**src/rtl/mem_link_pkg.sv**
```systemverilog
// Shared definitions for the packed 70-bit memory link: field widths, the request/response
// record and the bit positions of the handshake flags inside the arg/out buses.
package mem_link_pkg;

    localparam int MEM_BE_W   = 4;
    localparam int MEM_ADDR_W = 32;
    localparam int MEM_DATA_W = 32;
    localparam int MEM_REQ_W  = 68;
    localparam int MEM_LINK_W = 70;

    // arg bus = {get_valid, put_valid, put_request}; out bus = {get_ready, put_ready, get_response}
    localparam int GET_VALID_BIT = 69;
    localparam int PUT_VALID_BIT = 68;
    localparam int GET_READY_BIT = 69;
    localparam int PUT_READY_BIT = 68;

    typedef struct packed {
        logic [MEM_BE_W-1:0]   byte_en;
        logic [MEM_ADDR_W-1:0] addr;
        logic [MEM_DATA_W-1:0] data;
    } mem_req_t;

endpackage

```
**src/rtl/mem_req_initiator_chk.sv**
```systemverilog
// Simulation-only link sanity check, present only with MEM_REQ_INITIATOR_STATS_EN defined:
// reports any response fire that happens with no request in flight.
`ifdef MEM_REQ_INITIATOR_STATS_EN
module mem_req_initiator_chk #(
    parameter int CNT_W = 3
) (
    input logic             clk,
    input logic             rst,
    input logic             resp_fire,
    input logic [CNT_W-1:0] outstanding
);

    // Report an orphan response on the edge where it is taken.
    always @(posedge clk) begin
        if (!rst && resp_fire && (outstanding == '0)) begin
            $display("mem_req_initiator: response fire with no outstanding request");
        end
    end

endmodule
`endif

```
**src/rtl/mem_resp_fifo.sv**
```systemverilog
// Small response FIFO; pointers carry an extra wrap bit so full and empty fall out of a
// plain pointer compare. DEPTH must be a power of two and at least 2.
module mem_resp_fifo
    import mem_link_pkg::*;
#(
    parameter int  DEPTH = 2,
    parameter type T     = mem_req_t
) (
    input  logic clk,
    input  logic rst,
    input  logic push,
    input  logic pop,
    input  T     wdata,
    output T     rdata,
    output logic full,
    output logic empty
);

    localparam int AW = $clog2(DEPTH);
    localparam int PW = AW + 1;

    logic [PW-1:0] wptr_q, wptr_d;
    logic [PW-1:0] rptr_q, rptr_d;
    T              mem_q [DEPTH];

    // Status flags, head of queue and next pointer values.
    always_comb begin
        full  = (wptr_q[AW] != rptr_q[AW]) && (wptr_q[AW-1:0] == rptr_q[AW-1:0]);
        empty = (wptr_q == rptr_q);
        rdata = mem_q[rptr_q[AW-1:0]];
        if (push && !full) begin
            wptr_d = wptr_q + PW'(1);
        end else begin
            wptr_d = wptr_q;
        end
        if (pop && !empty) begin
            rptr_d = rptr_q + PW'(1);
        end else begin
            rptr_d = rptr_q;
        end
    end

    // Pointer registers.
    always_ff @(posedge clk) begin
        if (rst) begin
            wptr_q <= '0;
            rptr_q <= '0;
        end else begin
            wptr_q <= wptr_d;
            rptr_q <= rptr_d;
        end
    end

    // Storage; contents need no reset because empty masks them.
    always_ff @(posedge clk) begin
        if (push && !full) begin
            mem_q[wptr_q[AW-1:0]] <= wdata;
        end
    end

endmodule

```
**src/rtl/mem_req_initiator.sv**
```systemverilog
// Client load/store handshake to packed 70-bit memory link, with credit-limited requests and
// a buffered response path. MEM_REQ_INITIATOR_STATS_EN adds stat_* counters and a link check.
module mem_req_initiator
    import mem_link_pkg::*;
#(
    parameter int MAX_OUTSTANDING = 4,
    parameter int RESP_DEPTH      = 2
) (
    input  logic                  CLK,
    input  logic                  RST,
    input  logic                  req_valid,
    output logic                  req_ready,
    input  logic [MEM_BE_W-1:0]   req_byte_en,
    input  logic [MEM_ADDR_W-1:0] req_addr,
    input  logic [MEM_DATA_W-1:0] req_data,
    output logic                  resp_valid,
    input  logic                  resp_ready,
    output logic [MEM_BE_W-1:0]   resp_byte_en,
    output logic [MEM_ADDR_W-1:0] resp_addr,
    output logic [MEM_DATA_W-1:0] resp_data,
    output logic [MEM_LINK_W-1:0] mem_arg,
    input  logic [MEM_LINK_W-1:0] mem_out,
`ifdef MEM_REQ_INITIATOR_STATS_EN
    output logic [31:0]           stat_reqs,
    output logic [31:0]           stat_resps,
    output logic [31:0]           stat_stall,
`endif
    output logic                  busy
);

    localparam int               CNT_W   = $clog2(MAX_OUTSTANDING + 1);
    localparam logic [CNT_W-1:0] MAX_CNT = CNT_W'(MAX_OUTSTANDING);

    mem_req_t         put_request_s, get_response_s, head_s;
    logic             put_ready_s, get_ready_s, credit_ok_s;
    logic             put_valid_s, get_valid_s;
    logic             req_fire_s, resp_fire_s, pop_s;
    logic             fifo_full_s, fifo_empty_s;
    logic [CNT_W-1:0] outstanding_q, outstanding_d;

    // Handshakes are combinational and gated by RST so nothing fires during reset.
    always_comb begin
        put_request_s  = '{byte_en: req_byte_en, addr: req_addr, data: req_data};
        get_response_s = mem_req_t'(mem_out[MEM_REQ_W-1:0]);
        put_ready_s    = mem_out[PUT_READY_BIT];
        get_ready_s    = mem_out[GET_READY_BIT];
        credit_ok_s    = (outstanding_q < MAX_CNT);
        put_valid_s    = req_valid && credit_ok_s && !RST;
        req_ready      = put_ready_s && credit_ok_s && !RST;
        get_valid_s    = (outstanding_q != '0) && !fifo_full_s && !RST;
        req_fire_s     = put_valid_s && put_ready_s;
        resp_fire_s    = get_valid_s && get_ready_s;
        resp_valid     = !fifo_empty_s;
        pop_s          = resp_valid && resp_ready;
        resp_byte_en   = head_s.byte_en;
        resp_addr      = head_s.addr;
        resp_data      = head_s.data;
        busy           = (outstanding_q != '0) || !fifo_empty_s;
        mem_arg                  = '0;
        mem_arg[GET_VALID_BIT]   = get_valid_s;
        mem_arg[PUT_VALID_BIT]   = put_valid_s;
        mem_arg[MEM_REQ_W-1:0]   = put_request_s;
    end

    // Credit counter: a request and a response in the same cycle cancel out.
    always_comb begin
        case ({req_fire_s, resp_fire_s})
            2'b10:   outstanding_d = outstanding_q + CNT_W'(1);
            2'b01:   outstanding_d = outstanding_q - CNT_W'(1);
            default: outstanding_d = outstanding_q;
        endcase
    end

    // Credit register.
    always_ff @(posedge CLK) begin
        if (RST) begin
            outstanding_q <= '0;
        end else begin
            outstanding_q <= outstanding_d;
        end
    end

    mem_resp_fifo #(
        .DEPTH (RESP_DEPTH),
        .T     (mem_req_t)
    ) u_resp_fifo (
        .clk   (CLK),
        .rst   (RST),
        .push  (resp_fire_s),
        .pop   (pop_s),
        .wdata (get_response_s),
        .rdata (head_s),
        .full  (fifo_full_s),
        .empty (fifo_empty_s)
    );

`ifdef MEM_REQ_INITIATOR_STATS_EN
    logic [31:0] stat_reqs_q, stat_reqs_d;
    logic [31:0] stat_resps_q, stat_resps_d;
    logic [31:0] stat_stall_q, stat_stall_d;

    // Free-running wrapping event counters.
    always_comb begin
        stat_reqs_d  = stat_reqs_q + {31'd0, req_fire_s};
        stat_resps_d = stat_resps_q + {31'd0, resp_fire_s};
        stat_stall_d = stat_stall_q + {31'd0, (req_valid && !req_ready)};
    end

    // Counter registers.
    always_ff @(posedge CLK) begin
        if (RST) begin
            stat_reqs_q  <= 32'd0;
            stat_resps_q <= 32'd0;
            stat_stall_q <= 32'd0;
        end else begin
            stat_reqs_q  <= stat_reqs_d;
            stat_resps_q <= stat_resps_d;
            stat_stall_q <= stat_stall_d;
        end
    end

    assign stat_reqs  = stat_reqs_q;
    assign stat_resps = stat_resps_q;
    assign stat_stall = stat_stall_q;

    mem_req_initiator_chk #(
        .CNT_W (CNT_W)
    ) u_chk (
        .clk         (CLK),
        .rst         (RST),
        .resp_fire   (resp_fire_s),
        .outstanding (outstanding_q)
    );
`endif

endmodule

```
**config.mk**
```make
export PLATFORM = sky130hd
export DESIGN_NAME = mem_req_initiator
export DESIGN_NICKNAME = d
export VERILOG_FILES = /design/src/rtl/mem_link_pkg.sv /design/src/rtl/mem_req_initiator_chk.sv /design/src/rtl/mem_resp_fifo.sv /design/src/rtl/mem_req_initiator.sv
export SDC_FILE = /design/constraint.sdc
export NUM_CORES = 1
export LEC_CHECK = 0
export BUFFER_PORTS_ARGS = -buffer_cell sky130_fd_sc_hd__buf_2
export CELL_PAD_IN_SITES_DETAIL_PLACEMENT = 0
export CELL_PAD_IN_SITES_GLOBAL_PLACEMENT = 2
export CORE_MARGIN = 5
export CORE_UTILIZATION = 33
export DETAILED_ROUTE_END_ITERATION = 8
export GPL_TIMING_DRIVEN = 0
export PLACE_DENSITY = 0.86
export SLEW_MARGIN = 5
export SYNTH_ARGS = -nofsm -noshare
export SYNTH_HDL_FRONTEND = slang
export SYNTH_SLANG_ARGS = --single-unit
```
**constraint.sdc**
```tcl
create_clock -name CLK -period 18.63 [get_ports CLK]
set_clock_uncertainty 0.05 [all_clocks]
set_input_delay 3.726 -clock CLK [delete_from_list [all_inputs] [get_ports CLK]]
set_output_delay 3.726 -clock CLK [all_outputs]
set_load 0.01 [all_outputs]
```
==> results of run 1 <==
sequential cells by signal (all words and copies together) (netlist names), named ones only:
signal / count
outstanding_q: 3
u_resp_fifo.wptr_q: 2
u_resp_fifo.mem_q: 136
u_resp_fifo.rptr_q: 2
worst min path at each step:
stage,start,to,cells after the start
floorplan,outstanding_q[2],outstanding_q[2],2
global placement,outstanding_q[2],outstanding_q[2],2
detailed placement,outstanding_q[1],outstanding_q[1],2
CTS,outstanding_q[2],outstanding_q[2],2
global route,outstanding_q[1],outstanding_q[1],2
finish,outstanding_q[2],outstanding_q[2],2
cell type report:
type	count	area share, %
repair buffers	219	14.69
multi-input cells	116	13.93
flip-flops and latches	144	52.57
clock inverters	15	2.650
clock buffers	17	5.270
plain buffers	80	7.145
inverters	4	0.1860
well taps	229	3.549
power by group through the flow:
stage	combinational (µW)	sequential (µW)	clock (µW)
2_1_floorplan	53.6	369	0
3_3_place_gp	88.8	369	0
3_5_place_dp	91.6	369	0
4_1_cts	92.1	362	375
5_1_grt	98.3	362	391
6_report	89.9	362	362
critical path: cells and delay by family:
family / cells / cell delay (ns)
and+or+nand+nor: 2 / 0.29
buffers and inverters: 4 / 0.76
metal layers:
| metal | GRT usage (%) | wire length (µm) |
|---|---|---|
| met5 | 0 | 23 |
| met4 | 4.516 | 230 |
| met3 | 4.266 | 1079 |
| met2 | 20.97 | 6619 |
| met1 | 13.40 | 4766 |
cell usage in the layout (no fill, tap or decap), types with 3 or more instances in the layout:
cell / n
buf_2: 222
edfxtp_1: 136
buf_4: 71
mux2_2: 70
clkbuf_16: 17
dfxtp_1: 8
nor2_1: 7
nand2_1: 5
bufinv_16: 5
inv_1: 4
a21oi_1: 4
clkinv_1: 3
buf_12: 3
metrics by stage:
stage | util (%) | total power [µW] | std cells | setup WS (ns)
floorplan | - | 422.5 | 344 | 8.891
global placement | 40.91 | 458.1 | 787 | 5.838
detailed placement | 41.66 | 460.3 | 792 | 10.08
CTS | 45.25 | 828.8 | 824 | 10.08
global route | 45.25 | 850.9 | 824 | 10.02
finish | 45.25 | 813.9 | 824 | 10.08
logic make-up (layout without fill, tap and decap cells):
| logic type | Yosys count | count (layout) | synth area share (%) |
|---|---|---|---|
| AO/OA/AOI/OAI | 11 | 11 | 1.369 |
| XOR/XNOR | 5 | 5 | 0.8635 |
| adder cells (fa/ha/maj) | 2 | 2 | 0.5475 |
| buffers and inverters | 84 | 335 | 9.960 |
| flip-flops | 144 | 144 | 71.43 |
| multiplexers | 72 | 72 | 13.60 |
| AND/OR/NAND/NOR | 26 | 26 | 2.232 |
==> results_dict.tcl, run 1 <==
set metrics [dict create \
    status "complete, no violations" \
    grt_overflow 0 \
    crit_path_top_delay_cell "clkbuf_1" \
    r2r_cells 9 \
    powerDensity_mw_per_mm2 100.8 \
    syn_avg_cell_area_um2 17.27 \
    rsz0062_at_grt "false" \
    clock_path_buffers 2 \
    rr_startpoint "u_resp_fifo.wptr_q[1]" \
    slew_headroom_pct 65.57 \
    syn_area_mm2 0.005942 \
    vias 3597 \
    grt_use_total_pct 11.97 \
    die-area_mm2 0.02079 \
    viasPerCell 4.365 \
    hp-class "flop to flop" \
    fin_crit_ns 8.548 \
    drtIter0Drc 105 \
    yosysMostFrequentCell "edfxtp_1" \
    max_freq_mhz 117.0 \
    startpoint "RST" \
    ys_ff_latch 144 \
    synth.area.top_cells "edfxtp_1 (69%), mux2_2 (13%), buf_4 (9.0%)" \
    synth_edf_count 136 \
    diodes 0 \
    synth_ff_type "edfxtp_1" \
    p_sw_uw 170.1 \
    grt_pass1_vias 3895 \
    arrival_ns 4.77 \
    cts_sinks 144 \
    endpoint "mem_arg[68]" \
    die_w_um 144.2 \
    rrSetupSlack_ns 16.21 \
    placed_area_mm2 0.007433 \
    synth_seq_area_share_pct 71.43 \
    crit_path_end_kind "primary output" \
    die_h_um 144.2 \
    slew_violations 0 \
    tightest_slew_ns 0.5164 \
    wl_per_cell_um 15.43 \
    yosysWarnings 0 \
    syn_nets 488 \
    leakagePower_uw 0.003253 \
    cpPeakStageDelay_ns 0.41 \
    required_ns 14.85 \
    gp_congestion 0.7131 \
    hold_viol_final 0 \
    cts_inserted_buffers 17 \
    maxCapViolCount 0 \
    holdWs_ns 0.5011 \
    start_util_pct 33.31 \
    ys_async_sr_fraction_pct 0 \
    period_share_pct 45.88 \
    grt_max_degree 33 \
    nets 726 \
    fin_area_mm2 0.008073 \
    dp_hpwl_um 9542 \
    synth_top_area_share_pct 68.73 \
    clock-root-buffer "clkbuf_16" \
    firstDrtPassIters 4 \
    register_area_mm2 0.004244 \
    area_delta_synth_final_pct 35.86 \
    ir_drop_mv 0.06220 \
    fin_tns_setup_ns 0 \
    p_clk_share_pct 44.5 \
    io-pin-count 283 \
    cts_hold_buffers 0 \
    postCtsSetupRepairBufs 0 \
    p_sw_share_pct 20.90 \
    post-route-drc-count 0 \
    cts_resized 0 \
    startpoint_type "input pin" \
    final-setup-viol-count 0 \
    fp.coreArea_mm2 0.01784 \
    path_cells "buf_2 -> clkbuf_1 -> nor2_1 -> and2_1 -> buf_4 -> buf_2" \
    clock_latency_ns 0.41 \
    yosys.area.top_type "edfxtp_1" \
    postRouteAntennaNets 0 \
    pwr-share-seq_pct 44.5 \
    multi_input_comb_area_mm2 0.001125 \
    tritoncts "built" \
    clk_pin_slew_ns 0.06 \
    crit_type "input pin to primary output" \
    antenna_found_initial 2 \
    r2r-end "outstanding_q[2]" \
    power.share.combinational_pct 11.0 \
    htree_levels 4 \
    internal-power_uw 643.8 \
    synth.top_cells.by_count "edfxtp_1 (136), buf_4 (71), mux2_2 (70)" \
    io_buffer_count 214 \
    synth_cells 344 \
    drive_above_1_share_pct 67.90 \
    crit_top_cell "buf_2" \
    drt_wl_total_um 12720 \
    row_count 49 \
    cp_max_fo 10 \
    yosysUniqueCellTypes 32 \
    grt_first_pass_wirelength_um 19000 \
    fillerInstances 1595 \
]
Power figures use the tool's default switching activity.
==> run 2: changes to the inputs <==
--- a/config.mk
+++ b/config.mk
@@ -9,10 +9,10 @@
 export CELL_PAD_IN_SITES_DETAIL_PLACEMENT = 0
 export CELL_PAD_IN_SITES_GLOBAL_PLACEMENT = 2
 export CORE_MARGIN = 5
-export CORE_UTILIZATION = 33
+export CORE_UTILIZATION = 30
 export DETAILED_ROUTE_END_ITERATION = 8
 export GPL_TIMING_DRIVEN = 0
-export PLACE_DENSITY = 0.86
+export PLACE_DENSITY = 0.79
 export SLEW_MARGIN = 5
 export SYNTH_ARGS = -nofsm -noshare
 export SYNTH_HDL_FRONTEND = slang
==> constraint.sdc (replaced) <==
create_clock -name CLK -period 8.9 [get_ports CLK]
set_clock_uncertainty 0.05 [all_clocks]
set_input_delay 1.78 -clock CLK [delete_from_list [all_inputs] [get_ports CLK]]
set_output_delay 1.78 -clock CLK [all_outputs]
set_load 0.01 [all_outputs]
==> run 2 against run 1 <==
Net effect: cell area down 1.2%; sequential share of layout area is 0.62 points higher; non-clock buffer count decreased by 1; via count unchanged; hold slack worse by 0.013 ns; final cell count grew 4.2%; clock power increased by 76%; sequential power rose by 110%; core utilization down 4.3 points; global-route usage shrank 0.85 points; setup slack got worse by 5.8 ns; largest power group unchanged.
==> results_dict.tcl, run 2 (synthesis results as in run 1) <==
set metrics [dict create \
    crit_type "input pin to primary output" \
    die_h_um 150.7 \
    largest_reg_flops 136 \
    clock-root-buffer "clkbuf_16" \
    holdWs_ns 0.4882 \
    place_ws_ns 4.269 \
    grt_pass1_vias 3849 \
    die_w_um 150.7 \
    hold_end "outstanding_q[2]" \
    crit_top_cell "buf_2" \
    period_share_pct 52.00 \
    firstDrtPassIters 4 \
    hold_viol_final 0 \
    slew_headroom_pct 44.50 \
    path_cells "buf_2 -> clkbuf_1 -> nor2_1 -> and2_1 -> buf_4 -> buf_2" \
    post-route-drc-count 0 \
    max_freq_mhz 216.1 \
    ir_drop_mv 0.1249 \
    final-setup-viol-count 0 \
    powerDensity_mw_per_mm2 198.3 \
    cts_hold_buffers 0 \
    row_count 51 \
    clock_latency_ns 0.40 \
    htree_levels 4 \
    rrSetupSlack_ns 6.55 \
    r2r-end "outstanding_q[2]" \
    rsz0062_at_grt "false" \
    rr_startpoint "u_resp_fifo.wptr_q[1]" \
    r2r_cells 9 \
    cts_sinks 144 \
    startpoint_type "input pin" \
    area_delta_synth_final_pct 34.28 \
    cp_num_buf_inv 4 \
    final_common_cell "buf_2" \
    cts_inserted_buffers 17 \
    wl_per_cell_um 15.28 \
    slew_violations 0 \
    fin_ws_ns 4.272 \
    hp-class "flop to flop" \
    vias 3597 \
    final_cell_mix "buf_2 (222), edfxtp_1 (136), buf_4 (71), mux2_2 (70), clkbuf_16 (17)" \
    diodes 0 \
    dp_hpwl_um 9830 \
    drive_above_1_share_pct 68.18 \
    start_util_pct 30.53 \
    leakagePower_uw 0.003175 \
    required_ns 7.07 \
    nets 725 \
    drtIter0Drc 115 \
    postCtsSetupRepairBufs 0 \
    arrival_ns 2.80 \
    fp.coreArea_mm2 0.01946 \
    cpPeakStageDelay_ns 0.40 \
    postRouteAntennaNets 0 \
    gp_congestion 0.7036 \
    drt_wl_total_um 13130 \
    cp_max_fo 10 \
    grt_use_total_pct 11.12 \
    tritoncts "built" \
    worst_hold_startpoint "outstanding_q[2]" \
    grt_first_pass_wirelength_um 19300 \
    crit_family "buffers and inverters" \
    grt_max_degree 30 \
    die-area_mm2 0.02272 \
    fin_crit_ns 4.628 \
    io_buffer_count 214 \
    io-pin-count 283 \
    whs_path_depth 2 \
    fin_tns_setup_ns 0 \
    grt_overflow 0 \
    tightest_slew_ns 0.8304 \
    status "complete, no violations" \
    cts_resized 0 \
    clock_path_buffers 2 \
    crit_path_top_delay_cell "clkbuf_1" \
    clk_pin_slew_ns 0.06 \
    crit_path_end_kind "primary output" \
    antenna_found_initial 2 \
    viasPerCell 4.187 \
    maxCapViolCount 0 \
]
[run 2: cell types whose count changed in the layout (fill, tap and decap cells not counted)]
cell        delta
bufinv_16      -5
buf_16         -2
clkinv_2       +1
inv_8          +1
clkinv_1       -2
inv_6          +1
clkinvlp_4     +5
clkinv_4       -1
buf_12         +1
[run 2: worst min-delay path, stage by stage, from the launching register on]
cell,delay [ns]
dfxtp_1,0.34
o21ai_0,0.09
a21oi_1,0.06
[run 2: cell type report]
type / instances / area, µm²
Sequential cell: 144 / 4244
Inverter: 4 / 15.01
Buffer: 80 / 576.8
Multi-Input combinational cell: 116 / 1125
Tap cell: 265 / 331.6
Clock buffer: 17 / 425.4
Timing Repair Buffer: 218 / 1151
Fill cell: 1830 / 11480
Clock inverter: 15 / 110.1
[run 2: report_power, final]
group / total [µW] / internal [µW] / switching [µW]
clock: 636 / 358 / 279
combinational: 189 / 98.5 / 90.3
sequential: 757 / 754 / 3.67
[run 2: worst max path at each step]
stage          slack, ns        start                       end  cells after the start
2_1_floorplan       1.11  mem_out[69]   u_resp_fifo.mem_q[1][0]                      3
3_3_place_gp       -2.12  mem_out[69]  u_resp_fifo.mem_q[1][40]                      4
3_5_place_dp        4.27          RST               mem_arg[68]                      6
4_1_cts             4.27          RST               mem_arg[68]                      6
5_1_grt             4.18          RST               mem_arg[68]                      6
6_report            4.27          RST               mem_arg[68]                      6
[run 2: stage by stage]
step / std cells / util, % / instance area [µm²] / total power (µW)
6_report: 859 / 41.00 / 7979 / 1582
5_1_grt: 859 / 41.00 / 7979 / 1655
4_1_cts: 859 / 41.00 / 7979 / 1608
3_5_place_dp: 827 / 38.24 / 7443 / 964.2
3_3_place_gp: 823 / 37.74 / 7345 / 960.4
2_1_floorplan: 344 / - / 5942 / 884.3
[run 2: layer usage]
layer	share of wire [%]	wire length, µm	track usage [%]	up-vias
met5	0.19	25	0	-
met4	1.2	163	3.808	4
met3	8.9	1166	4.666	17
met2	50	6598	18.69	175
met1	39	5171	12.77	1724
li1	-	-	-	1677
